$ cat src/rtl/roi_shift_host.sv
// Host side of a serial ROI shift chain: loads one N-bit word into the device
// MSB first, strobes it into din and captures the full-duplex return word.
module roi_shift_host #(
  parameter int N   = 256,
  parameter int GAP = 0
) (
  input  logic         clk,
  input  logic         rst,
  input  logic         tx_valid,
  output logic         tx_ready,
  input  logic [N-1:0] tx_data,
  output logic         rx_valid,
  output logic [N-1:0] rx_data,
  output logic         rx_stale,
  output logic         di,
  output logic         stb,
  input  logic         do_i
);

  localparam int CW = (N > 1) ? $clog2(N) : 1;
  localparam logic [CW-1:0] CNT_LAST = CW'(N - 1);
  localparam logic [3:0]    GAP_LAST = 4'((GAP > 0) ? GAP - 1 : 0);

  typedef enum logic [1:0] {
    ST_IDLE,
    ST_SHIFT,
    ST_STROBE,
    ST_GAP
  } state_t;

  state_t        state_q, state_d;
  logic [CW-1:0] cnt_q, cnt_d;
  logic [3:0]    gap_q, gap_d;
  logic [N-1:0]  sr_q, sr_d;
  logic [N-1:0]  rx_data_q, rx_data_d;
  logic          rx_valid_q, rx_valid_d;
  logic [1:0]    stale_cnt_q, stale_cnt_d;
  logic          rx_stale_q, rx_stale_d;
  logic          di_q, di_d;
  logic          stb_q, stb_d;

  // Handshake: a word transfers on a rising edge where tx_valid && tx_ready;
  // tx_ready is high only in IDLE, and tx_valid outside IDLE is simply ignored.
  assign tx_ready = (state_q == ST_IDLE);
  assign rx_valid = rx_valid_q;
  assign rx_data  = rx_data_q;
  assign rx_stale = rx_stale_q;
  assign di       = di_q;
  assign stb      = stb_q;

  always_comb begin
    state_d     = state_q;
    cnt_d       = cnt_q;
    gap_d       = gap_q;
    sr_d        = sr_q;
    rx_data_d   = rx_data_q;
    stale_cnt_d = stale_cnt_q;
    rx_stale_d  = rx_stale_q;
    rx_valid_d  = 1'b0;
    di_d        = 1'b0;
    stb_d       = 1'b0;
    case (state_q)
      ST_IDLE: begin
        if (tx_valid) begin
          state_d = ST_SHIFT;
          cnt_d   = '0;
          di_d    = tx_data[N-1];
          // MSB leaves immediately on di; received bits fill in from the LSB.
          sr_d    = {tx_data[N-2:0], 1'b0};
        end
      end
      ST_SHIFT: begin
        sr_d = {sr_q[N-2:0], do_i};
        if (cnt_q == CNT_LAST) begin
          state_d    = ST_STROBE;
          stb_d      = 1'b1;
          rx_valid_d = 1'b1;
          rx_data_d  = {sr_q[N-2:0], do_i};
          rx_stale_d = (stale_cnt_q != 2'd2);
          if (stale_cnt_q != 2'd2) stale_cnt_d = stale_cnt_q + 2'd1;
        end else begin
          cnt_d = cnt_q + 1'b1;
          di_d  = sr_q[N-1];
        end
      end
      ST_STROBE: begin
        if (GAP > 0) begin
          state_d = ST_GAP;
          gap_d   = '0;
        end else begin
          state_d = ST_IDLE;
        end
      end
      ST_GAP: begin
        if (gap_q == GAP_LAST) state_d = ST_IDLE;
        else                   gap_d   = gap_q + 4'd1;
      end
      default: state_d = ST_IDLE;
    endcase
  end

  always_ff @(posedge clk or posedge rst) begin
    if (rst) begin
      state_q     <= ST_IDLE;
      cnt_q       <= '0;
      gap_q       <= '0;
      sr_q        <= '0;
      rx_data_q   <= '0;
      rx_valid_q  <= 1'b0;
      stale_cnt_q <= 2'd0;
      rx_stale_q  <= 1'b1;
      di_q        <= 1'b0;
      stb_q       <= 1'b0;
    end else begin
      state_q     <= state_d;
      cnt_q       <= cnt_d;
      gap_q       <= gap_d;
      sr_q        <= sr_d;
      rx_data_q   <= rx_data_d;
      rx_valid_q  <= rx_valid_d;
      stale_cnt_q <= stale_cnt_d;
      rx_stale_q  <= rx_stale_d;
      di_q        <= di_d;
      stb_q       <= stb_d;
    end
  end

endmodule

$ cat config.mk
export PLATFORM = sky130hd
export DESIGN_NAME = roi_shift_host
export DESIGN_NICKNAME = d
export VERILOG_FILES = /design/src/rtl/roi_shift_host.sv
export SDC_FILE = /design/constraint.sdc
export NUM_CORES = 1
export LEC_CHECK = 0
export ABC_AREA = 1
export ABC_CLOCK_PERIOD_IN_PS = 51500
export BUFFER_PORTS_ARGS = -buffer_cell sky130_fd_sc_hd__buf_2
export CORE_MARGIN = 2
export CORE_UTILIZATION = 40
export DETAILED_ROUTE_END_ITERATION = 8
export GPL_TIMING_DRIVEN = 0
export SLEW_MARGIN = 20
export SYNTH_ARGS = -nofsm -noshare
export SYNTH_HDL_FRONTEND = slang
export SYNTH_SLANG_ARGS = --single-unit
export TNS_END_PERCENT = 1
$ cat constraint.sdc
create_clock -name clk -period 51.5 [get_ports clk]
set_input_delay 10.3 -clock clk [delete_from_list [all_inputs] [get_ports clk]]
set_output_delay 10.3 -clock clk [all_outputs]
set_load 0.05 [all_outputs]
==> qor.txt, run 1 <==
DP Wirelength -> 51.0 mm
Crit Path Max Fanout -> 3
maximum VDD drop -> 0.0000281 V
core area -> 0.0565 mm2
DIE HEIGHT -> 243 um
design area -> 0.0286 mm2
Synth top cells by count -> nand2_1 (816), dfrtp_1 (530), o21ai_0 (518)
post-layout min period -> 11.83 ns
PortBufs -> 520
FF-to-FF End -> rx_data[125]$_DFFE_PP0P_
post-synthesis cell type count -> 27
Async S/R FF share, synth -> 100%
worst-skew pair later-pin latency -> 0.61 ns
setup bufs post-CTS -> 0
Worst path depth -> 2
DRC -> 0
fin crit share -> 23.0%
die area -> 0.0592 mm2
synthesized area per cell -> 8.82 um2
status -> complete, no violations
Slew @ Worst Pin -> 0.640 ns
ys flop type -> dfrtp_1
pin count of the biggest net entering global routing -> 102
TritonCTS Buffers -> 57
unrepaired setup endpoints after global routing -> no
syn_nets -> 2861
number of vias per cell -> 4.92
total gr overflow -> 0
drt wl/cell -> 17.3 um
worst r2r src -> cnt_q[0]$_DFFE_PP0P_
post-synth top area cell -> dfrtp_1
synth warn -> 0
Die Wd -> 243 um
Fin Setup TNS -> 0 ns
H-tree Lvls -> 2
worst endpoint data arrival time -> 1.53 ns
CP max stage delay -> 0.42 ns
post-route insts no fill -> 4000
Final Hold Viols -> 0
Syn-to-layout area delta -> 24.9%
max-slew violation count -> 0
synthesized flop and latch total -> 531
worst-path cell chain -> nor2_2 -> buf_2
drt first-iter violations -> 1312
Worst-path clk slew -> 0.06 ns
Post-CTS Hold Fix Bufs -> 0
post-synthesis sequential area ratio -> 58.0%
Final Skew -> 0.0238 ns
row cnt -> 87
DRT Pass-1 Iters -> 5
Crit Path Category -> flop to output pin
Top delay family on crit path -> flip-flops
fmax -> 84.5 MHz
clock sink total -> 531
worst rel slew slack -> 57.3%
Max-Cap Viols -> 0
share of the synthesized area in the top cell type -> 57.9%
CP Capture Point -> tx_ready
Post-layout nets -> 3446
Cell Count Post-Placement -> 3879
Worst Setup SP -> state_q[0]$_DFFE_PP0P_
post-cts resize count -> 0
Worst Hold Class -> flop to flop
Power Density -> 48.6 mW/mm2
Initial Utilization -> 40.5%
synth top area cells -> dfrtp_1 (58%), nand2_1 (13%), o21ai_0 (11%)
Mapped Area -> 0.0229 mm2
Root Driver -> clkbuf_16
Detailed Route WL -> 69.2 mm
Placer Congestion -> 0.875
Post-synth EDFFs -> 0
CP bufs+invs -> 1
Lkg Pwr -> 13.9 nW
most numerous cell in the Yosys netlist -> nand2_1
CTS tree -> done
Total GRT Usage -> 23.2%
CP max-delay cell -> dfrtp_1
CP Launch Type -> flop
WHS -> 0.464 ns
Worst Reg-to-Reg Cells -> 7
io pins -> 521
layout cells sized above 1 -> 26.4%
CP Capture Type -> output pin
antenna violations before repair -> 23
Cells after Synth -> 2597
Vias -> 19700
setup violators final -> 0
vias in the first global route -> 19600
Critical Path RT -> 41.20 ns
placed inst area -> 0.0266 mm2
first-pass GRT wire length -> 109 mm
clock buffer depth -> 3
reg-to-reg slack, setup -> 49.45 ns
hold wc startpoint -> rx_stale$_DFFE_PP1P_
Post-DRT Antenna Nets -> 0
==> worst min-delay path: cells and delay by family, from the launching register on <==
family,cells,cell delay [ns]
flip-flops,1,0.37
AND/OR/NAND/NOR,2,0.10
==> cell families after synthesis <==
| group | Yosys count | share of synthesized area, % |
|---|---|---|
| buffers and inverters | 443 | 9.06 |
| AO/OA/AOI/OAI | 771 | 18.5 |
| adder cells (fa/ha/maj) | 4 | 0.219 |
| flip-flops | 531 | 58.0 |
| XOR/XNOR | 4 | 0.153 |
| AND/OR/NAND/NOR | 844 | 14.1 |
==> registers in the layout (all words and copies together) (netlist names) <==
signal       flops
rx_stale         1
sr_q           256
stb              1
state_q          2
stale_cnt_q      2
cnt_q            8
rx_data        256
di               1
gap_q            4
==> per-stage QoR <==
step	setup WS (ns)	total power, mW	utilization, %
2_1_floorplan	26.36	0.856	-
3_3_place_gp	20.58	0.964	46.8
3_5_place_dp	39.52	0.974	47.1
4_1_cts	39.62	1.40	50.6
5_1_grt	39.58	1.49	50.6
6_report	39.67	1.39	50.6
==> cell usage in the layout, fill, tap and decap left out, types with 2 or more instances in the layout <==
cell type / netlist / final
a21oi_1: 2 / 2
buf_16: 0 / 6
buf_2: 83 / 603
buf_4: 2 / 2
buf_6: 40 / 40
bufinv_16: 0 / 4
clkbuf_1: 45 / 59
clkbuf_16: 0 / 59
clkbuf_8: 0 / 17
clkinv_2: 0 / 7
dfrtp_1: 530 / 530
diode_2: 0 / 18
ha_1: 4 / 4
inv_1: 271 / 270
inv_2: 2 / 2
inv_6: 0 / 2
nand2_1: 816 / 816
nand2_2: 2 / 2
nand3_1: 11 / 11
nor2_1: 7 / 7
nor2_2: 2 / 2
o21ai_0: 518 / 518
o21ai_1: 150 / 150
o21ai_2: 100 / 100
xor2_1: 3 / 3
==> report_power, final <==
group          switching, mW  total [mW]  internal, mW
Clock                  0.169       0.422         0.253
Sequential            0.0334       0.554         0.520
Combinational          0.295       0.413         0.118
==> routing by layer <==
metal	vias up	part of all wire [%]	GRT usage [%]
li1	9461	-	-
met1	9598	43	30.6
met2	486	47	36.9
met3	131	6.6	5.99
met4	12	3.1	8.30
met5	-	0.095	0
==> cell type report <==
class                           count  area [um2]
Fill cell                        5456       27900
Sequential cell                   531       13300
Multi-Input combinational cell   1623        7540
Timing Repair Buffer              526        2770
Clock buffer                       90        1760
Buffer                            170        1050
Inverter                          273        1030
Tap cell                          756         946
Clock inverter                     13         173
Antenna cell                       18        45.0
==> how the worst min path moves through the flow <==
stage,endpoint,slack [ns],cells past startpoint
finish,rx_stale$_DFFE_PP1P_,0.46,2
global route,gap_q[3]$_DFFE_PP0P_,0.49,2
CTS,rx_stale$_DFFE_PP1P_,0.47,2
detailed placement,rx_stale$_DFFE_PP1P_,0.46,2
global placement,rx_stale$_DFFE_PP1P_,0.46,2
floorplan,di$_DFF_PP0_,0.44,2
No activity file was read; power rests on OpenSTA's default activity.
==> inputs of run 2 (changes only) <==
- ABC_CLOCK_PERIOD_IN_PS: 51500 -> 11800
- clock period: 51.5 -> 11.8 ns (I/O delays scaled with it)
==> run 2 against run 1 <==
Compared with the run above: utilization is 0.32 points higher; sequential power grew to 4.4 times the previous value; sequential cell count stayed put; clock-buffer cell count stayed put; combinational power grew to 4.4 times the previous value; setup slack worse by 32 ns; final cell count is 0.27% higher; clock power grew to 4.3 times the previous value; via count is 0.87% higher; clock skew is 0.0082 ns lower; sequential share of layout area is 0.29 points lower; highest routed layer unchanged; non-clock buffer count is 13 higher.
==> qor.txt, run 2 (synthesis gave the netlist of run 1 again) <==
status -> complete, no violations
TritonCTS Buffers -> 57
Initial Utilization -> 40.5%
core area -> 0.0565 mm2
unrepaired setup endpoints after global routing -> no
drt first-iter violations -> 1239
Die Wd -> 243 um
drt wl/cell -> 17.4 um
Worst Hold Class -> flop to flop
clock sink total -> 531
CP Capture Type -> output pin
Critical Path RT -> 9.44 ns
worst-skew pair later-pin latency -> 0.61 ns
Power Density -> 210 mW/mm2
vias in the first global route -> 19700
row cnt -> 87
WHS -> 0.475 ns
Clk network pwr share -> 29.8%
Net Switching -> 2.18 mW
Crit Path Max Fanout -> 3
Placer Congestion -> 0.910
worst rel slew slack -> 53.9%
sw frac -> 36.1%
setup violators final -> 0
DP Wirelength -> 52.4 mm
Root Driver -> clkbuf_16
reg-to-reg slack, setup -> 9.64 ns
FF-to-FF End -> rx_data[79]$_DFFE_PP0P_
combinational power share -> 30.1%
post-cts resize count -> 0
most common cell after layout, fill and taps aside -> nand2_1
Crit Path Category -> flop to output pin
CTS tree -> done
Fin Setup TNS -> 0 ns
pin count of the biggest net entering global routing -> 35
fmax -> 255 MHz
Total GRT Usage -> 23.3%
layout cells sized above 1 -> 26.6%
die area -> 0.0592 mm2
Reg power frac -> 40.1%
H-tree Lvls -> 2
clock buffer depth -> 3
CP Capture Point -> tx_ready
antenna violations before repair -> 25
Int Pwr -> 3.86 mW
commonest cells after routing, fill and taps aside -> nand2_1 (816), buf_2 (603), dfrtp_1 (530), o21ai_0 (518), inv_1 (270)
setup bufs post-CTS -> 0
Worst-path clk slew -> 0.06 ns
Post-layout nets -> 3459
Post-DRT Antenna Nets -> 0
DRT Pass-1 Iters -> 5
worst r2r src -> cnt_q[0]$_DFFE_PP0P_
worst endpoint data arrival time -> 1.57 ns
Worst Reg-to-Reg Cells -> 7
fin crit share -> 33.3%
maximum VDD drop -> 0.000131 V
Post-CTS Hold Fix Bufs -> 0
Lkg Pwr -> 13.9 nW
post-layout min period -> 3.93 ns
io pins -> 521
CP Launch Type -> flop
Final Skew -> 0.0156 ns
Max-Cap Viols -> 0
max-slew violation count -> 0
Vias -> 19900
Worst Setup SP -> state_q[0]$_DFFE_PP0P_
Syn-to-layout area delta -> 25.7%
DIE HEIGHT -> 243 um
Slew @ Worst Pin -> 0.691 ns
Final Hold Viols -> 0
Detailed Route WL -> 69.8 mm
DRC -> 0
PortBufs -> 520
first-pass GRT wire length -> 110 mm
total gr overflow -> 0
number of vias per cell -> 4.95
[run 2: how the worst min path moves through the flow]
| stage | start | endpoint | depth (start not counted) |
|---|---|---|---|
| final | rx_stale$_DFFE_PP1P_ | rx_stale$_DFFE_PP1P_ | 2 |
| after global routing | rx_stale$_DFFE_PP1P_ | rx_stale$_DFFE_PP1P_ | 2 |
| after CTS | rx_data[49]$_DFFE_PP0P_ | rx_data[49]$_DFFE_PP0P_ | 2 |
| after detailed placement | rx_stale$_DFFE_PP1P_ | rx_stale$_DFFE_PP1P_ | 2 |
| after global placement | rx_stale$_DFFE_PP1P_ | rx_stale$_DFFE_PP1P_ | 2 |
| after floorplan | sr_q[255]$_DFFE_PP0P_ | di$_DFF_PP0_ | 2 |
[run 2: power by group through the flow]
stage          Combinational, mW  Sequential [mW]  Clock, mW
3_3_place_gp                1.76             2.45          0
5_1_grt                     2.09             2.46       1.92
3_5_place_dp                1.82             2.45          0
4_1_cts                     1.83             2.42       1.84
6_report                    1.82             2.42       1.80
2_1_floorplan               1.10             2.64          0
[run 2: worst max-delay path: stages, from the launching register on]
cell	delay (ns)
dfrtp_1	0.43
nor2_2	0.20
buf_2	0.33
[run 2: area by class of cell]
| class | count | area, um2 |
|---|---|---|
| fillers | 5424 | 27700 |
| flip-flops and latches | 531 | 13300 |
| multi-input cells | 1623 | 7540 |
| repair buffers | 539 | 3010 |
| clock buffers | 90 | 1720 |
| plain buffers | 170 | 1050 |
| inverters | 273 | 1030 |
| well taps | 756 | 946 |
| clock inverters | 15 | 160 |
| diodes | 14 | 35.0 |
[run 2: metrics by stage]
stage                     util [%]  power, mW  setup slack, ns  instance area (um2)  cells
after CTS                     50.9       6.09             7.83                28800   3997
after floorplan                  -       3.74             2.22                22900   2597
final                         51.0       6.03             7.87                28800   4011
after detailed placement      47.6       4.26             7.61                26900   3892
after global placement        46.8       4.21           -0.843                26500   3873
after global routing          50.9       6.47             7.78                28800   4008
[run 2: metal layers]
metal	up-vias	GRT usage, %	part of all wire [%]
met5	-	0	0.14
met4	16	7.40	2.7
met3	117	5.40	6.6
met2	537	37.6	47
met1	9684	31.2	43
li1	9506	-	-
